===== config.mk =====
export PLATFORM = sky130hd
export DESIGN_NAME = uart_frame_rx
export DESIGN_NICKNAME = d
export VERILOG_FILES = /design/src/rtl/uart_frame_rx.sv
export SDC_FILE = /design/constraint.sdc
export NUM_CORES = 1
export LEC_CHECK = 0
export ABC_AREA = 1
export ABC_CLOCK_PERIOD_IN_PS = 5350
export BUFFER_PORTS_ARGS = -buffer_cell sky130_fd_sc_hd__buf_2
export CAP_MARGIN = 20
export CORE_ASPECT_RATIO = 0.9
export CORE_UTILIZATION = 25
export CTS_CLUSTER_DIAMETER = 50
export CTS_CLUSTER_SIZE = 20
export DETAILED_ROUTE_END_ITERATION = 10
export PLACE_DENSITY = 0.41
export REMOVE_ABC_BUFFERS = 1
export SYNTH_ARGS = -nofsm -noshare
export SYNTH_HDL_FRONTEND = slang
export SYNTH_SLANG_ARGS = --single-unit

===== constraint.sdc =====
create_clock -name clk -period 5.35 [get_ports clk]
set_clock_uncertainty 0.2 [all_clocks]
set_input_delay 0.2675 -clock clk [delete_from_list [all_inputs] [get_ports clk]]
set_output_delay 0.2675 -clock clk [all_outputs]
set_load 0.05 [all_outputs]

===== src/rtl/uart_frame_rx.sv =====
// uart_frame_rx: pops bytes from a UART RX FIFO, assembles SYNC/LEN/payload/CHK frames and
// streams the payload of good frames. Define UART_FRAME_TIMEOUT_EN for the inter-byte timeout.
module uart_frame_rx #(
    parameter int         MAX_LEN = 16,
    parameter logic [7:0] SYNC    = 8'hA5,
    parameter int         TIMEOUT = 500000
) (
    input  logic       clk,
    input  logic       reset,
    input  logic       rx_empty,
    input  logic [7:0] r_data,
    output logic       rd_uart,
    output logic [7:0] out_data,
    output logic       out_valid,
    input  logic       out_ready,
    output logic       out_last,
    output logic       frame_err,
    output logic [1:0] err_code
);
    // state   | meaning
    // S_HUNT  | discard bytes until SYNC
    // S_LEN   | pop length byte, reject 0 or > MAX_LEN
    // S_DATA  | store payload, accumulate checksum
    // S_CHK   | compare checksum byte
    // S_DRAIN | stream buffered payload, no UART pops

    localparam int         IDX_W     = (MAX_LEN > 1) ? $clog2(MAX_LEN) : 1;
    localparam logic [7:0] MAX_LEN_B = 8'(MAX_LEN);

    if (MAX_LEN < 1 || MAX_LEN > 255 || TIMEOUT < 1) begin : g_param_check
        $error("uart_frame_rx: parameter out of range");
    end

    typedef enum logic [2:0] {
        S_HUNT,
        S_LEN,
        S_DATA,
        S_CHK,
        S_DRAIN
    } state_t;

    state_t           state_q, state_d;
    logic [IDX_W-1:0] last_idx_q, last_idx_d;
    logic [IDX_W-1:0] wr_idx_q, wr_idx_d;
    logic [IDX_W-1:0] rd_idx_q, rd_idx_d;
    logic [7:0]       sum_q, sum_d;
    logic             frame_err_d;
    logic [1:0]       err_code_d;
    logic             pop;
    logic             buf_we;
    logic             tmr_expired;
    logic [7:0]       frame_buf [MAX_LEN];

    assign pop     = !reset && !rx_empty && (state_q != S_DRAIN);
    assign rd_uart = pop;

`ifdef UART_FRAME_TIMEOUT_EN
    localparam int               TMR_W    = (TIMEOUT > 1) ? $clog2(TIMEOUT) : 1;
    localparam logic [TMR_W-1:0] TMR_LOAD = TMR_W'(TIMEOUT - 1);

    logic [TMR_W-1:0] tmr_q;
    logic             in_frame;

    assign in_frame    = (state_q == S_LEN) || (state_q == S_DATA) || (state_q == S_CHK);
    assign tmr_expired = in_frame && !pop && (tmr_q == '0);

    // Down-counter reloads on every pop; terminal count after TIMEOUT idle cycles.
    always_ff @(posedge clk or posedge reset) begin
        if (reset) begin
            tmr_q <= TMR_LOAD;
        end else if (pop || !in_frame) begin
            tmr_q <= TMR_LOAD;
        end else if (tmr_q != '0) begin
            tmr_q <= tmr_q - 1'b1;
        end
    end
`else
    assign tmr_expired = 1'b0;
`endif

    always_comb begin
        state_d     = state_q;
        last_idx_d  = last_idx_q;
        wr_idx_d    = wr_idx_q;
        rd_idx_d    = rd_idx_q;
        sum_d       = sum_q;
        frame_err_d = 1'b0;
        err_code_d  = err_code;
        buf_we      = 1'b0;
        case (state_q)
            S_HUNT: begin
                if (pop && r_data == SYNC) state_d = S_LEN;
            end
            S_LEN: begin
                if (pop) begin
                    if (r_data == 8'd0 || r_data > MAX_LEN_B) begin
                        frame_err_d = 1'b1;
                        err_code_d  = 2'd1;
                        state_d     = S_HUNT;
                    end else begin
                        last_idx_d = IDX_W'(r_data - 8'd1);
                        sum_d      = r_data;
                        wr_idx_d   = '0;
                        state_d    = S_DATA;
                    end
                end
            end
            S_DATA: begin
                if (pop) begin
                    buf_we   = 1'b1;
                    sum_d    = sum_q + r_data;
                    wr_idx_d = wr_idx_q + 1'b1;
                    if (wr_idx_q == last_idx_q) state_d = S_CHK;
                end
            end
            S_CHK: begin
                if (pop) begin
                    if (r_data == sum_q) begin
                        rd_idx_d = '0;
                        state_d  = S_DRAIN;
                    end else begin
                        frame_err_d = 1'b1;
                        err_code_d  = 2'd2;
                        state_d     = S_HUNT;
                    end
                end
            end
            S_DRAIN: begin
                if (out_ready) begin
                    rd_idx_d = rd_idx_q + 1'b1;
                    if (rd_idx_q == last_idx_q) state_d = S_HUNT;
                end
            end
            default: state_d = S_HUNT;
        endcase
        if (tmr_expired) begin
            frame_err_d = 1'b1;
            err_code_d  = 2'd3;
            state_d     = S_HUNT;
        end
    end

    always_ff @(posedge clk or posedge reset) begin
        if (reset) begin
            state_q    <= S_HUNT;
            last_idx_q <= '0;
            wr_idx_q   <= '0;
            rd_idx_q   <= '0;
            sum_q      <= 8'h00;
            frame_err  <= 1'b0;
            err_code   <= 2'd0;
        end else begin
            state_q    <= state_d;
            last_idx_q <= last_idx_d;
            wr_idx_q   <= wr_idx_d;
            rd_idx_q   <= rd_idx_d;
            sum_q      <= sum_d;
            frame_err  <= frame_err_d;
            err_code   <= err_code_d;
        end
    end

    // Payload storage is deliberately left out of reset.
    always_ff @(posedge clk) begin
        if (buf_we) frame_buf[wr_idx_q] <= r_data;
    end

    assign out_valid = (state_q == S_DRAIN);
    assign out_last  = out_valid && (rd_idx_q == last_idx_q);
    assign out_data  = out_valid ? frame_buf[rd_idx_q] : 8'h00;

endmodule


Word level (Yosys, flattened, before mapping):

Memories as Yosys holds them, arrays and structs flattened.
Index checks and enable logic that the tools add are counted.

* register bits after elaboration: 26
* memory bits (writable): 128
* input port bits: 12
* logic and storage cells: 88
* memories kept: 1

* add/subtract/negate cells: 4
* magnitude comparators: 1
* equal/unequal tests: 20
* muxes and demuxes: 37
* bitwise logic cells: 1
* reductions and logical operators: 17

Memories
* frame_buf: depth 16, bits a word 8, rd ports 1, clocked after memory_dff 0, wr ports 1, line 52 `logic [7:0] frame_buf [MAX_LEN];`

Operators by type and width (number)
* two-way mux 8 bit: 4
* two-way mux 3 bit: 8
* two-way mux 4 bit: 6
* inequality test 2 bit (second input constant): 9
* one-hot mux 4 bit (2 select lines): 2
* one-hot mux 8 bit (2 select lines): 1
* one-hot mux 3 bit (5 select lines): 1
* two-way mux 2 bit: 5
* adder 4 x 1 -> 4 bit (second input constant): 2
* adder 8 bit: 1
* equality test 4 bit: 2
* equality test 8 bit: 1
* equality test 8 bit (second input constant): 1
* > comparator 8 x 5 -> 1 bit (second input constant): 1
* logical NOT 8 bit: 1
* two-way mux 1 bit: 8
* AND reduction 4 bit: 2
* AND reduction 7 bit: 1
* equality test 3 x 2 -> 1 bit (second input constant): 2
* nonzero test 2 bit: 3
* AND reduction 5 bit: 1
* logical AND 1 bit: 4
* inequality test 2 x 1 -> 1 bit (second input constant): 2
* one-hot mux 2 bit (2 select lines): 1
* 10 further kinds: 11

Longest topological paths before layout:

Gate-level depths: netlist of run 1.

* depth in word-level cells: 7
* depth in mapped cells: 12
* depth with buffers taken out: 12

Worst setup path after synthesis of run 1:

OpenSTA, ideal clock, no wires.

* path kind: register -> output
* start point: register rd_idx_q[0]
* end point: output port out_data[0]
* data arrival time: 1865 ps
* required time: 4883 ps
* slack: 3017 ps
* stages on the path, launching flop included: 8
* path buffers: 2
* cell sequence: dfrtp_1 inv_1 buf_4 buf_2 nor2_1 o211ai_1 nand3_1 a21oi_1

* cells in the longest elaborated chain, start to end: 2

RTL lines
* from (decl): line 45 `logic [IDX_W-1:0] rd_idx_q, rd_idx_d;`
* from (signal assigned): line 156 `rd_idx_q <= rd_idx_d;`
* memory (16 x 8 bit)
* two-way mux 8 bit: line 170 `assign out_data = out_valid ? frame_buf[rd_idx_q] : 8'h00;`
* to (decl): line 13 `output logic [7:0] out_data,`

No other way between the ends.

Worst setup path after layout of run 1:

* start point: register rd_idx_q[0]
* end point: output port out_data[1]

The elaborated chain is that of the path after synthesis.

==> results of run 1 <==
==> critical path: cells and delay by family (launching register included) <==
family / cells / cell delay, ns
buffers and inverters: 3 / 1.35
AOI/OAI and AO/OA: 2 / 0.47
DFF: 1 / 0.40
and+or+nand+nor: 2 / 0.21
==> path summary, 6_finish.rpt <==
| path | start | end | slack [ns] |
|---|---|---|---|
| setup / recovery | rd_idx_q[0]$_DFFE_PP0P_ | out_data[1] | 2.01 |
| hold / removal | r_data[2] | frame_buf[6][2]$_DFFE_PP_ | 0.12 |
| setup reg to reg | state_q[2]$_DFFE_PP0P_ | frame_buf[6][6]$_DFFE_PP_ | 2.68 |
| hold reg to reg | sum_q[0]$_DFFE_PP0P_ | sum_q[0]$_DFFE_PP0P_ | 0.28 |
| max in group asynchronous | reset | rd_idx_q[0]$_DFFE_PP0P_ | 4.25 |
| min in group asynchronous | reset | err_code[0]$_DFFE_PP0P_ | 0.25 |
==> power groups by stage <==
stage	registers (W)	logic, W	clock network (W)
floorplan	0.00146	0.000374	0
global placement	0.00144	0.000555	0
detailed placement	0.00144	0.000555	0
CTS	0.00141	0.000558	0.00119
global route	0.00142	0.000645	0.00124
finish	0.00141	0.000548	0.00117
==> sequential cells by signal (all words and copies together), names as in the netlist <==
name        count
state_q         3
sum_q           8
last_idx_q      4
frame_buf     128
rd_idx_q        4
err_code        2
wr_idx_q        4
frame_err       1
==> through the flow <==
step           cells  area (µm²)  utilization
2_1_floorplan    705        7040            -
3_3_place_gp    1099        7690        0.273
3_5_place_dp    1099        7690        0.273
4_1_cts         1132        8250        0.293
5_1_grt         1132        8250        0.293
6_report        1132        8250        0.293
==> metal layers <==
layer | vias to the layer above | share of wire | track usage
met1 | 2429 | 0.50 | 0.195
li1 | 2528 | - | -
met2 | 82 | 0.46 | 0.226
met3 | 14 | 0.031 | 0.0285
met4 | 0 | 0.011 | 0.0396
met5 | - | 0 | 0
==> area by class of cell <==
cell class	instances	area, µm²
flip-flops and latches	154	4500
clock buffers	17	425
well taps	360	450
inverters	55	211
clock inverters	15	129
fillers	2978	19900
repair buffers	35	203
multi-input cells	496	2340
==> placed cells by master (no fill, tap or decap), drive strengths merged <==
master / count
a21boi: 1
a21o: 1
a21oi: 15
buf: 34
clkbuf: 17
clkinv: 7
dfrtp: 26
dlygate4sd3: 1
edfxtp: 128
fa: 1
ha: 14
inv: 63
nand2: 147
nand3: 52
nand3b: 2
nand4: 8
nor2: 156
nor3: 3
o211ai: 12
o21a: 1
o21ai: 73
o21bai: 1
xnor2: 2
xor2: 7
==> kinds of logic after synthesis <==
group	synth area share
flip-flops	0.624
AO/OA/AOI/OAI	0.0784
buffers and inverters	0.0513
XOR/XNOR	0.0109
AND/OR/NAND/NOR	0.208
adder cells (fa/ha/maj)	0.0271
==> impl_metrics.env, run 1 <==
export IMPL_drive_above_1_share=0.104
export IMPL_die_width_um=181
export IMPL_fp_dieArea_um2=29500
export IMPL_synthTopCellsByArea="edfxtp_1 53%, dfrtp_1 9.0%, nor2_1 7.9%"
export IMPL_path_cells="inv_1, buf_4, nor2_1, o21ai_0, nand3_1, a21oi_1, buf_2"
export IMPL_io_buffers=25
export IMPL_grt_pass1_vias=5134
export IMPL_cts_hold_buffers=1
export IMPL_irDropWorstVdd_uv=235
export IMPL_worstSkewPairLatency_ns=0.44
export IMPL_yosysUniqueCellTypes=32
export IMPL_drv_cap=0
export IMPL_slew_viol_final=0
export IMPL_synth_most_common_cell="nor2_1"
export IMPL_io_pins=26
export IMPL_p_sw_w=0.000979
export IMPL_grt_max_degree=76
export IMPL_cts_path_max_buffers=2
export IMPL_p_seq_frac=0.451
export IMPL_start_util=0.256
export IMPL_area_delta_synth_final_pct=14.6
export IMPL_whs_path_depth=1
export IMPL_grt_remaining_overflow=0
export IMPL_worstMarginPinSlew_ns=0.942
export IMPL_vias=5053
export IMPL_whs_ns=0.116
export IMPL_hold_path_class="input port to flop"
export IMPL_antennaDiodeCount=0
export IMPL_fin_setup_tns_ns=0
export IMPL_viasPerCell=4.46
export IMPL_crit_slowest_cell="inv_1"
export IMPL_period_share=0.624
export IMPL_crit_fanout=37
export IMPL_slew_headroom=0.369
export IMPL_grt_total_usage=0.142
export IMPL_postRouteAntennaNets=0
export IMPL_finalPower_w=0.00312
export IMPL_clock_sinks=154
export IMPL_yosys_area_top_type="edfxtp_1"
export IMPL_antenna_found_initial=0
export IMPL_clock_fmax_ghz=0.300
export IMPL_dpl_hpwl_mm=12.3
export IMPL_synth_flop_cell="edfxtp_1"
export IMPL_async_reset_ff_frac=0.169
export IMPL_first_pass_iters=5
export IMPL_internal_power_w=0.00215
export IMPL_outcome="finished, final reports clean"
export IMPL_p_leak_nw=3.22
export IMPL_cts_setup_buffers=0
export IMPL_ys_seq_area_frac=0.624
export IMPL_setup_viol=0
export IMPL_switching_share=0.313
export IMPL_syn_inst=734
export IMPL_path_clk_slew_ns=0.07
export IMPL_preCtsSetupSlack_ns=2.39
export IMPL_yosysWarnings=0
export IMPL_clkPwrFrac=0.373
export IMPL_synth_edf_count=128
export IMPL_ys_top_cells_by_count="152 x nor2_1, 144 x nand2_1, 128 x edfxtp_1, 72 x o21ai_0, 52 x nand3_1"
export IMPL_fin_ws_ns=2.01
export IMPL_gp_congestion=0.764
export IMPL_post_cts_resized=0
export IMPL_cp_required_ns=4.88
export IMPL_synth_top_cell_area_share=0.534
export IMPL_core_area_um2=28200
export IMPL_timing_final_crit_period_ns=3.34
export IMPL_drtIter0Drc=394
export IMPL_drt_wirelength_per_cell_um=17.2
export IMPL_endpoint_kind="output port"
export IMPL_die_height_um=163
export IMPL_fin_nets=786
export IMPL_grt_setup_unrepaired="false"
export IMPL_path_class="flop to output port"
export IMPL_power_density_nw_per_um2=379
export IMPL_hold_viol=0
export IMPL_cts_tree="done"
export IMPL_grt_pass1_wl_mm=30.7
export IMPL_cts_root_buf="clkbuf_16"
export IMPL_ctsHtreeMaxLevel=4
export IMPL_combPwrFrac=0.175
export IMPL_drt_wl_total_mm=19.5
export IMPL_syn_area_per_cell_um2=9.81
export IMPL_reg2reg_depth=5
export IMPL_netlist_area_um2=7200
export IMPL_ys_seq_elements=154
export IMPL_cts_inserted_buffers=17
export IMPL_max_stage_delay_ns=0.55
export IMPL_critPathArrivalTime_ns=2.87
export IMPL_startpoint_type="flop"
export IMPL_fp_row_count=58
export IMPL_drc=0
Power figures use the tool's default switching activity.
==> inputs of run 2 (changes only) <==
- ABC_CLOCK_PERIOD_IN_PS: 5350 -> 3040
- PLACE_DENSITY: 0.41 -> 0.42
- clock period: 5.35 -> 3.04 ns (I/O delays scaled with it)
==> run 2 against run 1 <==
Clock-buffer cell count stayed put. Clock power grew 77%. Combinational power grew 77%. Largest cell class unchanged.
==> impl_metrics.env, run 2 (synthesized netlist as in run 1, its figures left out) <==
export IMPL_r2r_start="state_q[2]$_DFFE_PP0P_"
export IMPL_drtIter0Drc=256
export IMPL_irDropWorstVdd_uv=359
export IMPL_gp_congestion=0.781
export IMPL_grt_remaining_overflow=0
export IMPL_largest_register_ffs=128
export IMPL_crit_fanout=30
export IMPL_startpoint="rd_idx_q[0]$_DFFE_PP0P_"
export IMPL_grt_max_degree=39
export IMPL_p_sw_w=0.00167
export IMPL_preCtsSetupSlack_ns=0.671
export IMPL_p_seq_frac=0.450
export IMPL_hold_path_class="input port to flop"
export IMPL_ctsHtreeMaxLevel=4
export IMPL_hold_viol=0
export IMPL_whs_ns=0.0167
export IMPL_antennaDiodeCount=0
export IMPL_drive_above_1_share=0.125
export IMPL_drt_wirelength_per_cell_um=17.1
export IMPL_drt_wl_total_mm=19.7
export IMPL_p_leak_nw=3.34
export IMPL_die_height_um=163
export IMPL_switching_share=0.303
export IMPL_grt_pass1_vias=5022
export IMPL_crit_slowest_cell="dfrtp_2"
export IMPL_drv_cap=0
export IMPL_cts_path_max_buffers=2
export IMPL_internal_power_w=0.00385
export IMPL_multi_input_area_um2=2340
export IMPL_grt_setup_unrepaired="false"
export IMPL_drc=0
export IMPL_path_clk_slew_ns=0.07
export IMPL_grt_pass1_wl_mm=30.8
export IMPL_fp_row_count=58
export IMPL_cts_inserted_buffers=17
export IMPL_endpoint_kind="output port"
export IMPL_startpoint_type="flop"
export IMPL_clkPwrFrac=0.374
export IMPL_worstHoldStart="r_data[7]"
export IMPL_max_stage_delay_ns=0.56
export IMPL_fp_dieArea_um2=29500
export IMPL_fin_nets=809
export IMPL_layout_cells_most_common="nor2_1"
export IMPL_critPathArrivalTime_ns=2.41
export IMPL_slew_headroom=0.582
export IMPL_io_pins=26
export IMPL_first_pass_iters=4
export IMPL_worst_path_buf_inv=3
export IMPL_clock_fmax_ghz=0.362
export IMPL_antenna_found_initial=0
export IMPL_postRouteAntennaNets=0
export IMPL_worstSkewPairLatency_ns=0.43
export IMPL_critPathTopFamily="buffers and inverters"
export IMPL_cts_root_buf="clkbuf_16"
export IMPL_path_cells="inv_1, buf_4, nor2_1, o21ai_0, nand3_1, a21oi_1, buf_2"
export IMPL_post_cts_resized=0
export IMPL_top_register="frame_buf"
export IMPL_cts_setup_buffers=0
export IMPL_die_width_um=181
export IMPL_dpl_hpwl_mm=12.7
export IMPL_outcome="finished, final reports clean"
export IMPL_combPwrFrac=0.175
export IMPL_core_area_um2=28200
export IMPL_slew_viol_final=0
export IMPL_period_share=0.910
export IMPL_seq_area_um2=4500
export IMPL_final_cell_area_um2=8450
export IMPL_worstMarginPinSlew_ns=0.627
export IMPL_postPlaceCellArea_um2=7860
export IMPL_cts_tree="done"
export IMPL_top_regs="frame_buf: 128 flops, sum_q: 8 flops"
export IMPL_grt_total_usage=0.142
export IMPL_setup_viol=0
export IMPL_layout_common_cells="152 x nor2_1, 144 x nand2_1, 128 x edfxtp_1"
export IMPL_clock_sinks=154
export IMPL_power_density_nw_per_um2=654
export IMPL_start_util=0.256
export IMPL_timing_final_crit_period_ns=2.77
export IMPL_vias=5098
export IMPL_viasPerCell=4.41
export IMPL_nFillCells=2924
export IMPL_cp_required_ns=2.69
export IMPL_area_delta_synth_final_pct=17.3
export IMPL_utilization=0.300
export IMPL_fin_ws_ns=0.275
export IMPL_path_class="flop to output port"
export IMPL_finalPower_w=0.00553
export IMPL_io_buffers=25
## run 2: power by group through the flow
stage | Sequential [W] | Clock [W] | Combinational, W
2_1_floorplan | 0.00257 | 0 | 0.000658
4_1_cts | 0.00249 | 0.00213 | 0.000982
3_5_place_dp | 0.00254 | 0 | 0.000974
6_report | 0.00249 | 0.00207 | 0.000968
3_3_place_gp | 0.00253 | 0 | 0.000975
5_1_grt | 0.00250 | 0.00220 | 0.00113
## run 2: per-layer routing
layer | up-vias | GRT usage | share of wire
met4 | 0 | 0.0396 | 0.0060
li1 | 2579 | - | -
met2 | 71 | 0.226 | 0.46
met5 | - | 0 | 0
met1 | 2442 | 0.197 | 0.49
met3 | 6 | 0.0256 | 0.040
## run 2: area by class of cell
class                           count  share of cell area
Sequential cell                   154               0.532
Multi-Input combinational cell    496               0.277
Tap cell                          360              0.0533
Clock buffer                       17              0.0503
Timing Repair Buffer               58              0.0465
Inverter                           55              0.0250
Clock inverter                     15              0.0161
## run 2: final timing paths
kind,end,slack [ns],cells after the start
worst max-delay path,out_data[1],0.27,7
worst min-delay path,frame_buf[5][7]$_DFFE_PP_,0.02,1
worst max register to register,frame_buf[12][2]$_DFFE_PP_,0.77,6
worst min register to register,sum_q[2]$_DFFE_PP0P_,0.28,2
max in group asynchronous,rd_idx_q[0]$_DFFE_PP0P_,2.18,4
min in group asynchronous,err_code[0]$_DFFE_PP0P_,0.15,4
## run 2: per-stage QoR
stage	TNS, ns	instances
after CTS	0	1155
final	0	1155
after global routing	0	1155
after global placement	0	1120
after floorplan	-4.91	705
after detailed placement	0	1120
## run 2: repair_timing
action	in CTS	in global routing
endpoints found under the hold margin	44	0
setup endpoints to repair	0	0
hold buffers	3	0
